## config.mk

```make
export PLATFORM = sky130hd
export DESIGN_NAME = vga_timing_param_flat
export DESIGN_NICKNAME = d
export VERILOG_FILES = /design/src/rtl/vga_pkg.sv /design/src/rtl/vga_if.sv /design/src/rtl/vga_axis_gen.sv /design/src/rtl/vga_timing_param.sv /design/src/flat_wrapper.sv
export SDC_FILE = /design/constraint.sdc
export NUM_CORES = 1
export LEC_CHECK = 0
export BUFFER_PORTS_ARGS = -buffer_cell sky130_fd_sc_hd__buf_2
export CORE_AREA = 2 2 73 54
export DETAILED_ROUTE_END_ITERATION = 8
export DIE_AREA = 0 0 75 56
export MAX_ROUTING_LAYER = met4
export PLACE_DENSITY = 0.87
export SYNTH_ARGS = -nofsm -noshare
export SYNTH_HDL_FRONTEND = slang
export SYNTH_HIERARCHICAL = 1
export SYNTH_SLANG_ARGS = --single-unit
```

## constraint.sdc

```tcl
create_clock -name clk -period 3.35 [get_ports clk]
set_clock_uncertainty 0.15 [all_clocks]
set_input_delay 0.67 -clock clk [delete_from_list [all_inputs] [get_ports clk]]
set_output_delay 0.67 -clock clk [all_outputs]
set_load 0.02 [all_outputs]
```

## src/rtl/vga_pkg.sv

```systemverilog
// Shared constants and types for the VGA timing pipeline: coordinate/colour
// widths, the default 800x600 timing and a struct bundling one timing mode.
package vga_pkg;

  localparam int COORD_W   = 11;
  localparam int RGB_W     = 12;
  localparam int MAX_TOTAL = 2048;

  localparam int DEF_H_ACTIVE = 800;
  localparam int DEF_H_FP     = 40;
  localparam int DEF_H_SYNC   = 128;
  localparam int DEF_H_BP     = 88;
  localparam int DEF_V_ACTIVE = 600;
  localparam int DEF_V_FP     = 1;
  localparam int DEF_V_SYNC   = 4;
  localparam int DEF_V_BP     = 23;

  typedef struct packed {
    logic [15:0] h_active;
    logic [15:0] h_fp;
    logic [15:0] h_sync;
    logic [15:0] h_bp;
    logic [15:0] v_active;
    logic [15:0] v_fp;
    logic [15:0] v_sync;
    logic [15:0] v_bp;
  } vga_mode_t;

  // Length of one axis (line or frame) in pixels or lines.
  function automatic int axis_total(input int active, input int fp,
                                    input int sync, input int bp);
    return active + fp + sync + bp;
  endfunction

endpackage

```

## src/rtl/vga_if.sv

```systemverilog
// VGA timing bus: pixel coordinates, sync, blanking and colour.
// The generator drives it through modport out; draw stages read it through in.
interface vga_if;
  import vga_pkg::*;

  logic [COORD_W-1:0] hcount;
  logic [COORD_W-1:0] vcount;
  logic               hsync;
  logic               hblnk;
  logic               vsync;
  logic               vblnk;
  logic [RGB_W-1:0]   rgb;

  modport out (output hcount, vcount, hsync, hblnk, vsync, vblnk, rgb);
  modport in  (input  hcount, vcount, hsync, hblnk, vsync, vblnk, rgb);

endinterface

```

## src/rtl/vga_axis_gen.sv

```systemverilog
// One axis of the VGA raster (horizontal or vertical). The counter advances
// on step and wraps after ACTIVE+FP+SYNC+BP positions. sync and blnk are
// registered from the next counter value, so they always describe the
// position shown on cnt. wrap is combinational: step while on the last position.
module vga_axis_gen
  import vga_pkg::*;
#(
  parameter int ACTIVE = DEF_H_ACTIVE,
  parameter int FP     = DEF_H_FP,
  parameter int SYNC   = DEF_H_SYNC,
  parameter int BP     = DEF_H_BP,
  parameter bit POL    = 1'b1
) (
  input  logic               clk,
  input  logic               rst,
  input  logic               step,
  output logic [COORD_W-1:0] cnt,
  output logic               sync,
  output logic               blnk,
  output logic               wrap
);

  localparam int                 TOTAL    = axis_total(ACTIVE, FP, SYNC, BP);
  localparam logic [COORD_W-1:0] LAST     = COORD_W'(TOTAL - 1);
  localparam logic [COORD_W-1:0] ACTIVE_C = COORD_W'(ACTIVE);
  localparam logic [COORD_W-1:0] SYNC_LO  = COORD_W'(ACTIVE + FP);
  localparam logic [COORD_W-1:0] SYNC_HI  = COORD_W'(ACTIVE + FP + SYNC);

  logic [COORD_W-1:0] cnt_q;
  logic [COORD_W-1:0] cnt_nxt;
  logic               sync_q;
  logic               blnk_q;

  // Sync line level for a given position.
  function automatic logic sync_level(input logic [COORD_W-1:0] c);
    return (c >= SYNC_LO && c < SYNC_HI) ? POL : ~POL;
  endfunction

  // Next position along the axis, wrapping after the back porch.
  always_comb begin
    cnt_nxt = (cnt_q == LAST) ? '0 : cnt_q + 1'b1;
  end

  // Counter and the flags that decode it, updated together on each step.
  always_ff @(posedge clk) begin
    if (rst) begin
      cnt_q  <= '0;
      blnk_q <= 1'b0;
      sync_q <= ~POL;
    end else if (step) begin
      cnt_q  <= cnt_nxt;
      blnk_q <= (cnt_nxt >= ACTIVE_C);
      sync_q <= sync_level(cnt_nxt);
    end
  end

  assign cnt  = cnt_q;
  assign sync = sync_q;
  assign blnk = blnk_q;
  assign wrap = step && (cnt_q == LAST);

endmodule

```

## src/rtl/vga_timing_param.sv

```systemverilog
// Parametrised VGA timing generator. Produces raster counters, sync and
// blanking on the vga_if bus, with line/frame start strobes. en is a pixel
// enable; nothing advances while it is low.
// Optional feature: define VGA_TIMING_FRAME_CNT_EN to add a 16-bit frame counter.
module vga_timing_param
  import vga_pkg::*;
#(
  parameter int H_ACTIVE  = DEF_H_ACTIVE,
  parameter int H_FP      = DEF_H_FP,
  parameter int H_SYNC    = DEF_H_SYNC,
  parameter int H_BP      = DEF_H_BP,
  parameter int V_ACTIVE  = DEF_V_ACTIVE,
  parameter int V_FP      = DEF_V_FP,
  parameter int V_SYNC    = DEF_V_SYNC,
  parameter int V_BP      = DEF_V_BP,
  parameter bit HSYNC_POL = 1'b1,
  parameter bit VSYNC_POL = 1'b1
) (
  input  logic clk,
  input  logic rst,
  input  logic en,
  vga_if.out   vga_out,
  output logic line_start,
  output logic frame_start
`ifdef VGA_TIMING_FRAME_CNT_EN
  ,
  output logic [15:0] frame_cnt
`endif
);

  localparam int H_TOTAL = axis_total(H_ACTIVE, H_FP, H_SYNC, H_BP);
  localparam int V_TOTAL = axis_total(V_ACTIVE, V_FP, V_SYNC, V_BP);

  localparam vga_mode_t MODE = '{
    h_active: 16'(H_ACTIVE), h_fp: 16'(H_FP), h_sync: 16'(H_SYNC), h_bp: 16'(H_BP),
    v_active: 16'(V_ACTIVE), v_fp: 16'(V_FP), v_sync: 16'(V_SYNC), v_bp: 16'(V_BP)
  };

  if (H_TOTAL > MAX_TOTAL || V_TOTAL > MAX_TOTAL ||
      H_ACTIVE <= 0 || H_FP <= 0 || H_SYNC <= 0 || H_BP <= 0 ||
      V_ACTIVE <= 0 || V_FP <= 0 || V_SYNC <= 0 || V_BP <= 0) begin : g_bad_cfg
    $error("vga_timing_param: timing parameters must be nonzero and totals <= 2048");
  end

  logic [COORD_W-1:0] hcnt;
  logic [COORD_W-1:0] vcnt;
  logic               h_wrap;
  logic               v_wrap;
  logic               v_step;

  // The vertical axis moves one line each time the horizontal axis wraps.
  assign v_step = en && h_wrap;

  vga_axis_gen #(
    .ACTIVE (int'(MODE.h_active)),
    .FP     (int'(MODE.h_fp)),
    .SYNC   (int'(MODE.h_sync)),
    .BP     (int'(MODE.h_bp)),
    .POL    (HSYNC_POL)
  ) u_h (
    .clk  (clk),
    .rst  (rst),
    .step (en),
    .cnt  (hcnt),
    .sync (vga_out.hsync),
    .blnk (vga_out.hblnk),
    .wrap (h_wrap)
  );

  vga_axis_gen #(
    .ACTIVE (int'(MODE.v_active)),
    .FP     (int'(MODE.v_fp)),
    .SYNC   (int'(MODE.v_sync)),
    .BP     (int'(MODE.v_bp)),
    .POL    (VSYNC_POL)
  ) u_v (
    .clk  (clk),
    .rst  (rst),
    .step (v_step),
    .cnt  (vcnt),
    .sync (vga_out.vsync),
    .blnk (vga_out.vblnk),
    .wrap (v_wrap)
  );

  assign vga_out.hcount = hcnt;
  assign vga_out.vcount = vcnt;
  assign vga_out.rgb    = '0;

  // Strobes mark the cycle in which the counters first show 0; they are
  // recomputed every cycle so they can never stretch past one cycle.
  always_ff @(posedge clk) begin
    if (rst) begin
      line_start  <= 1'b0;
      frame_start <= 1'b0;
    end else begin
      line_start  <= h_wrap;
      frame_start <= v_wrap;
    end
  end

`ifdef VGA_TIMING_FRAME_CNT_EN
  logic [15:0] frame_cnt_q;

  // Frame counter steps on the same edge that raises frame_start.
  always_ff @(posedge clk) begin
    if (rst) begin
      frame_cnt_q <= '0;
    end else if (v_wrap) begin
      frame_cnt_q <= frame_cnt_q + 16'd1;
    end
  end

  assign frame_cnt = frame_cnt_q;
`endif

endmodule

```

## src/flat_wrapper.sv

```systemverilog
// flat-port wrapper written by rule: the top's interface ports become plain ports
module vga_timing_param_flat import vga_pkg::*;
#(
  parameter int H_ACTIVE  = DEF_H_ACTIVE,
  parameter int H_FP      = DEF_H_FP,
  parameter int H_SYNC    = DEF_H_SYNC,
  parameter int H_BP      = DEF_H_BP,
  parameter int V_ACTIVE  = DEF_V_ACTIVE,
  parameter int V_FP      = DEF_V_FP,
  parameter int V_SYNC    = DEF_V_SYNC,
  parameter int V_BP      = DEF_V_BP,
  parameter bit HSYNC_POL = 1'b1,
  parameter bit VSYNC_POL = 1'b1
)
  (clk, rst, en, line_start, frame_start, vga_out_hcount, vga_out_vcount, vga_out_hsync, vga_out_hblnk, vga_out_vsync, vga_out_vblnk, vga_out_rgb);
  vga_if vga_out_i ();
  input  logic clk;
  input  logic rst;
  input  logic en;
  output logic line_start;
  output logic frame_start;
  output wire logic [$bits(vga_out_i.hcount)-1:0] vga_out_hcount;
  output wire logic [$bits(vga_out_i.vcount)-1:0] vga_out_vcount;
  output wire logic [$bits(vga_out_i.hsync)-1:0] vga_out_hsync;
  output wire logic [$bits(vga_out_i.hblnk)-1:0] vga_out_hblnk;
  output wire logic [$bits(vga_out_i.vsync)-1:0] vga_out_vsync;
  output wire logic [$bits(vga_out_i.vblnk)-1:0] vga_out_vblnk;
  output wire logic [$bits(vga_out_i.rgb)-1:0] vga_out_rgb;
  assign vga_out_hcount = vga_out_i.hcount;
  assign vga_out_vcount = vga_out_i.vcount;
  assign vga_out_hsync = vga_out_i.hsync;
  assign vga_out_hblnk = vga_out_i.hblnk;
  assign vga_out_vsync = vga_out_i.vsync;
  assign vga_out_vblnk = vga_out_i.vblnk;
  assign vga_out_rgb = vga_out_i.rgb;
  vga_timing_param #(.H_ACTIVE(H_ACTIVE), .H_FP(H_FP), .H_SYNC(H_SYNC), .H_BP(H_BP), .V_ACTIVE(V_ACTIVE), .V_FP(V_FP), .V_SYNC(V_SYNC), .V_BP(V_BP), .HSYNC_POL(HSYNC_POL), .VSYNC_POL(VSYNC_POL)) u_core (.clk(clk), .rst(rst), .en(en), .vga_out(vga_out_i), .line_start(line_start), .frame_start(frame_start));
endmodule
```

**After elaboration in Yosys (flattened, before gate mapping)**

Index checks and enable logic that the tools add are counted.

- Reduce and logical (&&, ||, !) cells: 5
- Add/subtract/negate cells: 2
- Mux-type cells: 4
- Magnitude comparators: 6
- Equality and inequality tests: 2

Operators with widths:

| operator | count |
|---|---|
| 11-bit by 10-bit greater-or-equal comparator with 1-bit output (second input constant) | 4 |
| 11-bit by 1-bit adder with 11-bit output (second input constant) | 2 |
| 11-bit by 10-bit < comparator with 1-bit output (second input constant) | 2 |
| 11-bit 2-to-1 mux | 2 |
| 11-bit by 10-bit equality test with 1-bit output (second input constant) | 1 |
| 11-bit equality test (second input constant) | 1 |
| 1-bit logical AND | 5 |
| 1-bit 2-to-1 mux | 2 |

- Output and inout port bits: 40
- Logic and storage cells: 27
- Register bits after elaboration: 28
- Input port bits: 3

**Logic depth before layout (Yosys ltp)**

Gate-level depths: netlist of the first run.

- Depth in word-level cells: 5
- Gate-level depth with buffers: 11
- Gate-level depth less buffers: 9

**Modules after synthesis**

Netlist of the first run, hierarchy kept.

By module, submodules not included:

| module | area each (µm²) | cells an instance | instances | sequential area each (µm²) |
|---|---|---|---|---|
| vga_axis_gen at u_core.u_v | 997.2 | 125 | 1 | 260.2 |
| vga_axis_gen at u_core.u_h | 854.6 | 106 | 1 | 260.2 |
| vga_timing_param | 152.6 | 18 | 1 | 40.0 |

**Worst setup path after synthesis of the first run**

No wires, ideal clock.

- Path kind: flip-flop to flip-flop
- Start: reg u_core.u_v.cnt_q[0], in the netlist u_core/u_v/cnt[0]
- End: reg u_core.u_v.sync_q, in the netlist u_core/u_v/sync
- Setup time: 0.096 ns
- Slack: 0.985 ns
- Stages on the path, launching flop included: 8
- Arrival time: 2.119 ns
- Required time: 3.104 ns
- Clock period less this slack: 2.365 ns
- Path buffers: 1
- Cells stage by stage: dfxtp_1 > ha_1 > clkbuf_2 > nand4_1 > a2111o_1 > a41oi_2 > o211ai_1 > o41ai_2

- Longest elaborated chain between the ends: 5
- Elaborated cells on any way between the ends: 7
- Classes of those cells: add/sub: 1; order compare: 2; eq/ne: 1; mux: 2; reduce/logical: 1

Ends and longest elaborated chain:

| element | line | source |
|---|---|---|
| start: declaration | vga_axis_gen.sv:29 | `logic [COORD_W-1:0] cnt_q;` |
| start signal: assignment | vga_axis_gen.sv:51 | `cnt_q <= cnt_nxt;` |
| 11-bit by 1-bit adder with 11-bit output / 11-bit by 10-bit equality test with 1-bit output (equally long branches) | vga_axis_gen.sv:41 | `cnt_nxt = (cnt_q == LAST) ? '0 : cnt_q + 1'b1;` |
| 11-bit 2-to-1 mux (*) | vga_axis_gen.sv:41 |  |
| 11-bit by 10-bit greater-or-equal comparator with 1-bit output / 11-bit by 10-bit < comparator with 1-bit output (equally long branches) | vga_axis_gen.sv:36 | `return (c >= SYNC_LO && c < SYNC_HI) ? POL : ~POL;` |
| 1-bit logical AND (*) | vga_axis_gen.sv:36 |  |
| 1-bit 2-to-1 mux (*) | vga_axis_gen.sv:36 |  |
| end signal: assignment | vga_axis_gen.sv:49 | `sync_q <= ~POL;` |
| end signal: assignment | vga_axis_gen.sv:53 | `sync_q <= sync_level(cnt_nxt);` |
| end: declaration | vga_axis_gen.sv:31 | `logic sync_q;` |

Every way passes the cells marked *; elsewhere a longest branch is shown, timed or not.
A chain may end at the register's enable or synchronous reset.

**Worst setup path after layout of the first run**

- Start: reg u_core.u_h.cnt_q[0], in the netlist u_core/u_h/cnt[0]
- End: reg u_core.u_v.cnt_q[8], in the netlist u_core/u_v/cnt[8]

- Longest elaborated chain between the ends: 3

Ends and longest elaborated chain:

| element | line | source |
|---|---|---|
| start: declaration | vga_axis_gen.sv:29 |  |
| start signal: assignment | vga_axis_gen.sv:51 |  |
| 11-bit equality test | vga_axis_gen.sv:60 | `assign wrap = step && (cnt_q == LAST);` |
| 1-bit logical AND | vga_axis_gen.sv:60 |  |
| net u_core.h_wrap | vga_timing_param.sv:47 | `logic h_wrap;` |
| 1-bit logical AND | vga_timing_param.sv:52 | `assign v_step = en && h_wrap;` |
| net u_core.v_step | vga_timing_param.sv:49 | `logic v_step;` |

The timed path passes the listed nets, and every way through them passes these cells.

==> impl_results.md, run 1 <==
* Status: finished, final reports clean
* Commonest cells post-synth: sky130_fd_sc_hd__nor2_1 (35), sky130_fd_sc_hd__dfxtp_1 (28), sky130_fd_sc_hd__buf_4 (15)
* Post-detailed-route count of antenna-violating nets at 0
* Start of the worst register-to-register path: u_core/u_h/cnt[0]$_SDFFE_PP0P_
* DR pass1 iterations at 5
* Number of distinct library cell variants in the gate-level netlist after synthesis at 58
* Worst-path cell chain: ha_1 -> and2_1 -> nand2_1 -> nor2_1 -> and2_1 -> nand2b_1 -> or4_1 -> a21oi_1
* Antenna violations before repair at 0
* Final Max Tran Viols at 0
* Time the final worst path needs with I/O delays and setup at 2540 ps
* Reported leakage power at 0.808 nW
* Largest incremental delay on the critical path at 510 ps
* Number of max-cap violations at 0
* Predominant post-synthesis flop cell: sky130_fd_sc_hd__dfxtp_1
* Power density over cell area at 310 nW/um^2
* Global route total overflow at 0
* Synth async-reset ratio at 0%
* Fin cells at 312
* Post-route DRC violation count at 0
* Global-route wire length before repair at 7080 um
* Number of stages on the worst hold path at 2
* IO Pins at 43
* Maximum level of the CTS H-tree at 1
* Clock network latency to the later pin of the worst-skew pair at 270 ps
* Post-synthesis cell type with the largest combined area: sky130_fd_sc_hd__dfxtp_1
* CP Data Required Time at 3410 ps
* Worst reg2reg endpoint: u_core/u_v/cnt[8]$_SDFFE_PP0P_
* CTS clock-pin slew for the worst setup and hold paths at 90 ps
* Post-placement cell count at 308
* Yosys Warn Count at 6
* Setup WS pre-CTS at 892 ps
* Tightest Hold Check Type: flip-flop to flip-flop
* Gate count of the mapped netlist at 249
* Cell with the most instances after synthesis: sky130_fd_sc_hd__nor2_1
* Pin count of the biggest net entering global routing at 24
* Maximum vdd drop at 0.315 mV
* # clock sinks at 28
* Rows at 18
* Number of buffer cells added on primary ports at 30
* Die outline width at 75 um
* Post-route fraction of the period consumed by the critical path at 75.9%
* #FFs+latches synth at 28
* Initial detailed-routing violation count at 188
* Total die area at 4200 um^2
* Yosys top cell area share at 28.0%
* Final setup fails at 0
* Core region area at 3450 um^2
* Synth Area per Inst at 8.05 um^2
* Drt via density at 5.84
* NumNets Final at 269
* Worst Path Arrival at 2600 ps
* Top cells by area, synth: sky130_fd_sc_hd__dfxtp_1 (28%), sky130_fd_sc_hd__nor2_1 (6.6%), sky130_fd_sc_hd__buf_4 (5.6%)
* Post-layout worst setup margin at 807 ps
* Die Y-Extent at 56 um
* EDFF count, synth at 0
* CP Class: flip-flop to flip-flop
* GPL Wtd Cong at 0.894
* Highest net fanout along the worst path at 7
* Diodes inserted at 0
* Via count at 1821
* CTS tree: done
* Hold_buf cts at 0
* Filler cells at 309
* Area of the mapped netlist at 2000 um^2
* Combined buffer and inverter count along the critical path at 0
* Number of clock buffers inserted by TritonCTS at 3
* Post-CTS resize count at 0
* R2R depth at 8
* Top cell family by delay on the critical path: simple AND/OR/NAND/NOR gates
* Post-detail-place hpwl at 3090 um
* Setup repair after global routing missed its margin: false
* Type of element capturing the critical path: flip-flop
* Cell seen most often among critical-path stages: sky130_fd_sc_hd__and2_1
* Share of layout cells above drive strength 1 at 20.2%
* CTS Root Buffer Type: sky130_fd_sc_hd__clkbuf_8
* Capture endpoint of the worst hold path: u_core/u_h/sync$_SDFFE_PP0P_
* Sequential cell area fraction in the yosys report at 28.0%
* Number of buffers inserted by post-CTS setup repair at 0
* TNS Setup at 0 ps
* Crit-path slowest cell: sky130_fd_sc_hd__or4_1
* DR WL/cell at 14.1 um
* Max Clk Rate at 393 MHz
* Sum of routed wire length over all layers at 4390 um
* Final hold violation count at 0
* Buffer levels on the longest clock path at 2
* Total GRT Usage at 21.8%
* Setup slack, reg-to-reg at 810 ps
* Area Growth Syn to Fin at 3.06%
* Hold path startpoint: u_core/u_h/sync$_SDFFE_PP0P_
* Type of origin of the critical path: flip-flop
* Initial Utilization at 58.2%
* Number of global-route vias before repair at 1499
==> cell type report <==
| class | count | area, um^2 | share of cell area [%] |
|---|---|---|---|
| Clock buffer | 3 | 41.3 | 2.00 |
| Tap cell | 50 | 62.6 | 3.03 |
| Inverter | 7 | 26.3 | 1.27 |
| Multi-Input combinational cell | 192 | 1190 | 57.5 |
| Timing Repair Buffer | 31 | 158 | 7.63 |
| Sequential cell | 28 | 561 | 27.1 |
| Clock inverter | 1 | 30.0 | 1.45 |
==> routing by layer <==
metal | up-vias | routed length, um | track usage, %
li1 | 880 | - | -
met1 | 834 | 2100 | 32.4
met2 | 103 | 1840 | 31.1
met3 | 4 | 413 | 4.53
met4 | 0 | 31 | 3.06
met5 | - | 0 | -
==> metrics by stage <==
step	total power, mW	utilization, %	instance area, um^2	hold WS, ps
after floorplan	0.388	-	2050	399
after global placement	0.384	57.9	1990	314
after detailed placement	0.384	57.9	1990	325
after CTS	0.645	59.9	2070	340
after global routing	0.669	59.9	2070	376
final	0.641	59.9	2070	343
==> state kept, by name (all words and copies together) (netlist names) <==
register / count
u_core/u_v/blnk: 1
u_core/u_v/cnt: 11
u_core/frame_start: 1
u_core/u_h/blnk: 1
u_core/u_h/sync: 1
u_core/line_start: 1
u_core/u_h/cnt: 11
u_core/u_v/sync: 1
==> layout by cell type, fill, tap and decap left out, drive strengths merged, types with 4 or more instances in the layout <==
cell   instances
buf           31
nand3         11
and3           9
nor3           7
and2           7
conb          12
mux2i          4
dfxtp         28
o21ai         13
nand2         14
xnor2          8
a21oi         11
inv            7
nor2          36
nand4          9
xor2           7
==> worst min-delay path, stage by stage (launching register included) <==
cell,delay [ps]
sky130_fd_sc_hd__dfxtp_1,320
sky130_fd_sc_hd__inv_1,50
sky130_fd_sc_hd__o32ai_1,80
==> cell families after synthesis <==
kind of cell | synth area share, %
fa+ha+maj | 1.87
compound gates | 17.2
xor+xnor | 6.55
simple gates | 29.4
other cells | 0.187
mux | 2.00
buf+inv | 14.9
flops | 28.0
==> where the power goes <==
group	switching (mW)	internal (mW)	total [mW]
Sequential	0.00345	0.336	0.339
Clock	0.103	0.160	0.263
Combinational	0.0298	0.00810	0.0378
==> worst max path at each step <==
stage,from,end,slack (ps),cells after the start
finish,u_core/u_h/cnt[0]$_SDFFE_PP0P_,u_core/u_v/cnt[8]$_SDFFE_PP0P_,810,8
floorplan,u_core/u_v/cnt[0]$_SDFFE_PP0P_,u_core/u_v/sync$_SDFFE_PP0P_,990,7
detailed placement,en,u_core/u_v/cnt[8]$_SDFFE_PP0P_,890,7
global route,u_core/u_h/cnt[5]$_SDFFE_PP0P_,u_core/u_v/sync$_SDFFE_PP0P_,590,7
CTS,u_core/u_h/cnt[0]$_SDFFE_PP0P_,u_core/u_v/cnt[8]$_SDFFE_PP0P_,860,8
global placement,en,u_core/u_v/cnt[8]$_SDFFE_PP0P_,950,7
No activity file was read; power rests on OpenSTA's default activity.
==> run 2, diff against run 1 <==
--- a/config.mk
+++ b/config.mk
@@ -6,11 +6,11 @@
 export NUM_CORES = 1
 export LEC_CHECK = 0
 export BUFFER_PORTS_ARGS = -buffer_cell sky130_fd_sc_hd__buf_2
-export CORE_AREA = 2 2 73 54
+export CORE_AREA = 2 2 80 59
 export DETAILED_ROUTE_END_ITERATION = 8
-export DIE_AREA = 0 0 75 56
+export DIE_AREA = 0 0 82 61
 export MAX_ROUTING_LAYER = met4
-export PLACE_DENSITY = 0.87
+export PLACE_DENSITY = 0.77
 export SYNTH_ARGS = -nofsm -noshare
 export SYNTH_HDL_FRONTEND = slang
 export SYNTH_HIERARCHICAL = 1
==> constraint.sdc (replaced) <==
create_clock -name clk -period 2.3 [get_ports clk]
set_clock_uncertainty 0.15 [all_clocks]
set_input_delay 0.46 -clock clk [delete_from_list [all_inputs] [get_ports clk]]
set_output_delay 0.46 -clock clk [all_outputs]
set_load 0.02 [all_outputs]
==> run 2 against run 1 <==
  * Combinational power is 61% higher
  * Sequential power increased by 45%
  * Cell count is 6.1% higher
  * Sequential cell count stayed put
  * Via count is essentially flat
  * Register-to-register slack worse by 740 ps
  * Count of clock-buffer cells in the layout stayed put
  * Highest routed layer unchanged
  * Sequential share of layout area shrank 1.2 points
  * Core utilization is 8.0 points lower
  * Die area grew 19%
  * Global-route usage shrank 3.0 points
==> impl_results.md, run 2 (synthesized netlist as in run 1, its figures left out) <==
* Maximum vdd drop at 0.348 mV
* Number of max-cap violations at 0
* Type of element capturing the critical path: flip-flop
* Worst Path Arrival at 2290 ps
* NumNets Final at 284
* CTS clock-pin slew for the worst setup and hold paths at 90 ps
* # clock sinks at 28
* Number of buffers inserted by post-CTS setup repair at 0
* Post-detailed-route count of antenna-violating nets at 0
* GPL Wtd Cong at 0.975
* Antenna violations before repair at 0
* Pwr Total at 0.817 mW
* Post-route fraction of the period consumed by the critical path at 97.1%
* Setup slack, reg-to-reg at 70 ps
* CTS tree: done
* Filler cells at 412
* Area Growth Syn to Fin at 8.93%
* Hold path startpoint: u_core/u_h/sync$_SDFFE_PP0P_
* Time the final worst path needs with I/O delays and setup at 2230 ps
* Rows at 20
* Max Clk Rate at 448 MHz
* Total GRT Usage at 18.8%
* Type of origin of the critical path: flip-flop
* Number of clock buffers inserted by TritonCTS at 3
* Power density over cell area at 374 nW/um^2
* Sum of routed wire length over all layers at 4520 um
* Global route total overflow at 0
* Final setup fails at 0
* Core region area at 4200 um^2
* Number of global-route vias before repair at 1461
* Number of stages on the worst hold path at 2
* Global-route wire length before repair at 7010 um
* IO Pins at 43
* CTS Root Buffer Type: sky130_fd_sc_hd__clkbuf_8
* Capture endpoint of the worst hold path: u_core/u_h/sync$_SDFFE_PP0P_
* Met3 track utilization from global routing at 2.98%
* Buffer levels on the longest clock path at 2
* Clock network latency to the later pin of the worst-skew pair at 270 ps
* Via count at 1820
* Commonest cells after routing, fill and taps aside: sky130_fd_sc_hd__nor2_1 (34), sky130_fd_sc_hd__buf_2 (30), sky130_fd_sc_hd__dfxtp_1 (26), sky130_fd_sc_hd__buf_4 (15), sky130_fd_sc_hd__nand2_1 (14)
* Highest net fanout along the worst path at 11
* Final Max Tran Viols at 0
* CP Data Required Time at 2360 ps
* Tightest Hold Check Type: flip-flop to flip-flop
* Met1 track demand over resource at 29.1%
* R2R depth at 6
* Met2 usage in global routing at 25.7%
* Global route hottest layer: met1
* Status: finished, final reports clean
* Worst reg2reg endpoint: u_core/u_v/cnt[8]$_SDFFE_PP0P_
* Total die area at 5000 um^2
* Reported leakage power at 0.875 nW
* Number of buffer cells added on primary ports at 30
* Most common cell after layout, fill and taps aside: sky130_fd_sc_hd__nor2_1
* Smallest hold slack at 328 ps
* Die Y-Extent at 61 um
* Post-detail-place hpwl at 3330 um
* Share of layout cells above drive strength 1 at 26.1%
* Start of the worst register-to-register path: u_core/u_v/cnt[0]$_SDFFE_PP0P_
* Die outline width at 82 um
* DR WL/cell at 13.6 um
* Maximum level of the CTS H-tree at 1
* Post-route DRC violation count at 0
* DR pass1 iterations at 4
* Pin count of the biggest net entering global routing at 24
* Initial Utilization at 47.7%
* Diodes inserted at 0
* Drt via density at 5.50
* Final hold violation count at 0
* Initial detailed-routing violation count at 162
* CP Class: flip-flop to flip-flop
==> run 2: layout make-up <==
type | instances | area [um^2] | area share [%]
inverters | 7 | 26.3 | 1.20
flip-flops and latches | 28 | 566 | 25.9
well taps | 55 | 68.8 | 3.15
clock buffers | 3 | 41.3 | 1.89
repair buffers | 46 | 274 | 12.6
multi-input cells | 192 | 1210 | 55.3
==> run 2: worst max path at each step <==
stage                                   startpoint                             end  cells after the start
floorplan           u_core/u_h/cnt[0]$_SDFFE_PP0P_  u_core/u_v/cnt[8]$_SDFFE_PP0P_                      9
global placement    u_core/u_v/cnt[0]$_SDFFE_PP0P_  u_core/u_v/cnt[8]$_SDFFE_PP0P_                      6
detailed placement  u_core/u_h/cnt[5]$_SDFFE_PP0P_    u_core/u_v/sync$_SDFFE_PP0P_                      7
CTS                 u_core/u_h/cnt[5]$_SDFFE_PP0P_    u_core/u_v/sync$_SDFFE_PP0P_                      7
global route        u_core/u_h/cnt[5]$_SDFFE_PP0P_  u_core/u_v/cnt[8]$_SDFFE_PP0P_                      7
finish              u_core/u_v/cnt[0]$_SDFFE_PP0P_  u_core/u_v/cnt[8]$_SDFFE_PP0P_                      6
==> run 2: power breakdown <==
part / switching (mW) / internal (mW) / total [mW]
Sequential: 0.00368 / 0.488 / 0.491
Clock: 0.147 / 0.118 / 0.264
Combinational: 0.0457 / 0.0154 / 0.0610
==> run 2: metrics by stage <==
stage	std cells	area, um^2	TNS, ps	utilization (%)	setup WS (ps)
after floorplan	260	2050	0	-	26.8
after global placement	328	2120	0	50.3	185
after detailed placement	328	2120	0	50.3	32.4
after CTS	331	2160	0	51.3	13.5
after global routing	331	2180	-9.52	51.9	-9.52
final	331	2180	0	51.9	67.6
==> run 2: routing by layer <==
layer | routed length [um] | up-vias | share of wire, %
met5 | 0 | - | 0
met4 | 27 | 0 | 0.60
met3 | 316 | 2 | 7.0
met2 | 1890 | 62 | 42
met1 | 2280 | 848 | 51
li1 | - | 908 | -
==> run 2: what timing repair did <==
item / in CTS / in global routing
hold buffers: 0 / 0
endpoints found under the setup margin: 0 / 4
gates resized for setup: 0 / 6
==> run 2: critical path, cell delays in order (launching register included) <==
cell and delay, ps:
sky130_fd_sc_hd__dfxtp_4 380, sky130_fd_sc_hd__ha_1 240, sky130_fd_sc_hd__nor4b_1 160, sky130_fd_sc_hd__and4_1 340, sky130_fd_sc_hd__nand2b_1 220, sky130_fd_sc_hd__or4_1 530
sky130_fd_sc_hd__a21oi_1 160
==> run 3, diff against run 2 <==
--- a/config.mk
+++ b/config.mk
@@ -5,12 +5,13 @@
 export SDC_FILE = /design/constraint.sdc
 export NUM_CORES = 1
 export LEC_CHECK = 0
+export ABC_AREA = 1
 export BUFFER_PORTS_ARGS = -buffer_cell sky130_fd_sc_hd__buf_2
-export CORE_AREA = 2 2 80 59
+export CORE_AREA = 2 2 78 58
 export DETAILED_ROUTE_END_ITERATION = 8
-export DIE_AREA = 0 0 82 61
+export DIE_AREA = 0 0 80 60
 export MAX_ROUTING_LAYER = met4
-export PLACE_DENSITY = 0.77
+export PLACE_DENSITY = 0.76
 export SYNTH_ARGS = -nofsm -noshare
 export SYNTH_HDL_FRONTEND = slang
 export SYNTH_HIERARCHICAL = 1
==> run 3 against run 2 <==
  * First-iteration DRC count down 21%
  * Sequential share of layout area up 0.49 points
  * Cell area down 2.3%
  * Die area down 4.0%
  * Synthesized cell count up 14%
  * Area after synthesis down 6.9%
  * Global-route usage up 0.60 points
  * Cell count up 12%
  * Clock power up 51%
  * Setup slack better by 100 ps
  * Worst hold slack better by 17 ps
  * Combinational power up 110%
  * Largest power group unchanged
==> impl_results.md, run 3 <==
* Via count at 1820
* Final setup fails at 0
* EDFF count, synth at 0
* Power density over cell area at 487 nW/um^2
* Max Clk Rate at 470 MHz
* Top cell family by delay on the critical path: simple AND/OR/NAND/NOR gates
* Cell with the most instances after synthesis: sky130_fd_sc_hd__nand2_1
* Area used by multi-input combinational logic at 1090 um^2
* Yosys top cell area share at 30.0%
* IO Pins at 43
* Area of the mapped netlist at 1870 um^2
* Pin count of the biggest net entering global routing at 18
* Initial detailed-routing violation count at 128
* Antenna violations before repair at 0
* #FFs+latches synth at 28
* Number of buffer cells added on primary ports at 30
* Post-detailed-route count of antenna-violating nets at 0
* Start of the worst register-to-register path: u_core/u_h/cnt[0]$_SDFFE_PP0P_
* CP Class: flip-flop to flip-flop
* Area Growth Syn to Fin at 14.4%
* Final standard cell utilization of the core at 52.0%
* Type of element capturing the critical path: flip-flop
* Synth Area per Inst at 6.55 um^2
* Die Y-Extent at 60 um
* R2R depth at 13
* Clock network latency to the later pin of the worst-skew pair at 280 ps
* Combinational share of power at 12.1%
* Area taken by flip-flops and latches at 563 um^2
* Most common cell after layout, fill and taps aside: sky130_fd_sc_hd__nand2_1
* DR WL/cell at 11.7 um
* Diodes inserted at 0
* Maximum level of the CTS H-tree at 1
* Time the final worst path needs with I/O delays and setup at 2130 ps
* Clock network fraction of design power at 38.4%
* Tightest Hold Check Type: primary input to flip-flop
* NumNets Final at 324
* Final Max Tran Viols at 0
* Capture endpoint of the worst hold path: u_core/u_h/sync$_SDFFE_PP0P_
* CP Data Required Time at 2370 ps
* Initial Utilization at 45.5%
* CTS tree: done
* Drt via density at 4.89
* Core region area at 4100 um^2
* CTS Root Buffer Type: sky130_fd_sc_hd__clkbuf_8
* Global-route wire length before repair at 7080 um
* Post-detailed-placement cell area at 2040 um^2
* Switching share of power at 26.0%
* Fraction of power consumed by sequential logic at 49.5%
* Worst reg2reg endpoint: u_core/u_v/sync$_SDFFE_PP0P_
* Largest incremental delay on the critical path at 390 ps
* Pwr Total at 1.04 mW
* Finished Cell Area at 2130 um^2
* Gate count of the mapped netlist at 285
* Hold path startpoint: en
* Hold_buf cts at 0
* Commonest cells after routing, fill and taps aside: sky130_fd_sc_hd__nand2_1 (64), sky130_fd_sc_hd__inv_1 (37), sky130_fd_sc_hd__buf_2 (30), sky130_fd_sc_hd__nor2_1 (27), sky130_fd_sc_hd__dfxtp_1 (26)
* Fin cells at 372
* Sequential cell area fraction in the yosys report at 30.0%
* GPL Wtd Cong at 0.912
* Post-route DRC violation count at 0
* # clock sinks at 28
* Post-placement cell count at 367
* Buffer levels on the longest clock path at 2
* Number of global-route vias before repair at 1564
* Number of clock buffers inserted by TritonCTS at 3
* Top cells by area, synth: sky130_fd_sc_hd__dfxtp_1 (30%), sky130_fd_sc_hd__nand2_1 (13%), sky130_fd_sc_hd__inv_1 (7.4%)
* Rows at 20
* Status: finished, final reports clean
* Number of max-cap violations at 0
* Commonest cells post-synth: sky130_fd_sc_hd__nand2_1 (64), sky130_fd_sc_hd__inv_1 (37), sky130_fd_sc_hd__nor2_1 (29)
* Number of distinct library cell variants in the gate-level netlist after synthesis at 29
* Total die area at 4800 um^2
* Type of origin of the critical path: flip-flop
* Highest net fanout along the worst path at 8
* Synth async-reset ratio at 0%
* Post-detail-place hpwl at 3300 um
* Switching power summed over all nets at 0.270 mW
* CTS clock-pin slew for the worst setup and hold paths at 100 ps
* Reported leakage power at 1.02 nW
* Post-route fraction of the period consumed by the critical path at 92.6%
* Filler cells at 432
* Total GRT Usage at 19.4%
* Die outline width at 80 um
* Combined buffer and inverter count along the critical path at 2
* Cell seen most often among critical-path stages: sky130_fd_sc_hd__nand2_1
* Predominant post-synthesis flop cell: sky130_fd_sc_hd__dfxtp_1
* Sum of routed wire length over all layers at 4370 um
* Global route total overflow at 0
* Crit-path slowest cell: sky130_fd_sc_hd__dfxtp_2
* Worst Path Arrival at 2200 ps
* Maximum vdd drop at 0.286 mV
* Post-synthesis cell type with the largest combined area: sky130_fd_sc_hd__dfxtp_1
* Worst-path cell chain: ha_1 -> nand2_1 -> nor2_2 -> nand3_2 -> nor2_2 -> nand2_1 -> inv_1 -> inv_1 -> a21oi_2 -> nand2_1 -> a21oi_1 -> nand2_1 -> a21oi_2
* Yosys Warn Count at 6
* Share of layout cells above drive strength 1 at 23.7%
* Internal power consumption at 0.769 mW
* DR pass1 iterations at 4
* Number of stages on the worst hold path at 2
* Final hold violation count at 0
* Setup slack, reg-to-reg at 170 ps
[run 3: cell count changes after synthesis, moves of 6 or more]
| cell | before | now |
|---|---|---|
| sky130_fd_sc_hd__o21ai_0 | 11 | 21 |
| sky130_fd_sc_hd__nand2_1 | 14 | 64 |
| sky130_fd_sc_hd__nand2_2 | 0 | 7 |
| sky130_fd_sc_hd__inv_1 | 7 | 37 |
| sky130_fd_sc_hd__nor2_4 | 0 | 6 |
| sky130_fd_sc_hd__a21oi_1 | 10 | 19 |
| sky130_fd_sc_hd__xnor2_1 | 8 | 1 |
| sky130_fd_sc_hd__buf_6 | 9 | 0 |
| sky130_fd_sc_hd__and3_1 | 7 | 0 |
| sky130_fd_sc_hd__nor2_1 | 35 | 29 |
| sky130_fd_sc_hd__nand4_1 | 9 | 2 |
| sky130_fd_sc_hd__nand3_2 | 0 | 7 |
[run 3: per-layer routing]
| layer | part of all wire, % | routed length, um | up-vias | track usage, % |
|---|---|---|---|---|
| met5 | 0 | 0 | - | - |
| met4 | 0.94 | 41 | 0 | 5.08 |
| met3 | 7.7 | 336 | 4 | 3.47 |
| met2 | 40 | 1730 | 64 | 27.9 |
| met1 | 52 | 2260 | 809 | 28.1 |
| li1 | - | - | 943 | - |
[run 3: how the worst max path moves through the flow]
stage | cells after the start | startpoint | to
final | 13 | u_core/u_h/cnt[0]$_SDFFE_PP0P_ | u_core/u_v/sync$_SDFFE_PP0P_
after global routing | 13 | u_core/u_h/cnt[0]$_SDFFE_PP0P_ | u_core/u_v/sync$_SDFFE_PP0P_
after CTS | 13 | u_core/u_h/cnt[0]$_SDFFE_PP0P_ | u_core/u_v/sync$_SDFFE_PP0P_
after detailed placement | 13 | u_core/u_h/cnt[0]$_SDFFE_PP0P_ | u_core/u_v/sync$_SDFFE_PP0P_
after global placement | 13 | u_core/u_h/cnt[0]$_SDFFE_PP0P_ | u_core/u_v/sync$_SDFFE_PP0P_
after floorplan | 14 | u_core/u_h/cnt[0]$_SDFFE_PP0P_ | u_core/u_v/sync$_SDFFE_PP0P_
[run 3: timing repair]
action / CTS / global route
buffers inserted: 0 / 1
setup endpoints to repair: 0 / 2
gates resized for setup: 0 / 4
[run 3: cell families after synthesis]
kind of cell	count (synthesis)	share of synthesized area, %
compound gates	52	15.6
xor+xnor	4	1.88
fa+ha+maj	3	2.01
buf+inv	59	14.4
flops	28	30.0
other cells	1	0.201
simple gates	138	35.9
[run 3: through the flow]
step / setup WS, ps / TNS [ps] / hold WS (ps)
2_1_floorplan: 55.7 / 0 / 372
3_3_place_gp: 287 / 0 / 342
3_5_place_dp: 94.1 / 0 / 356
4_1_cts: 28.7 / 0 / 332
5_1_grt: -16.5 / -16.5 / 372
6_report: 170 / 0 / 345
[run 3: cell type report]
type	instances	area share (%)
repair buffers	34	8.45
flip-flops and latches	28	26.4
multi-input cells	209	51.2
inverters	42	7.39
clock buffers	3	1.94
well taps	55	3.23
clock inverters	1	1.41
[run 3: power groups by stage]
| stage | sequential (mW) | clock, mW | combinational (mW) |
|---|---|---|---|
| 6_report | 0.514 | 0.399 | 0.126 |
| 5_1_grt | 0.517 | 0.417 | 0.141 |
| 4_1_cts | 0.514 | 0.403 | 0.124 |
| 3_5_place_dp | 0.525 | 0 | 0.123 |
| 3_3_place_gp | 0.524 | 0 | 0.124 |
| 2_1_floorplan | 0.542 | 0 | 0.0868 |
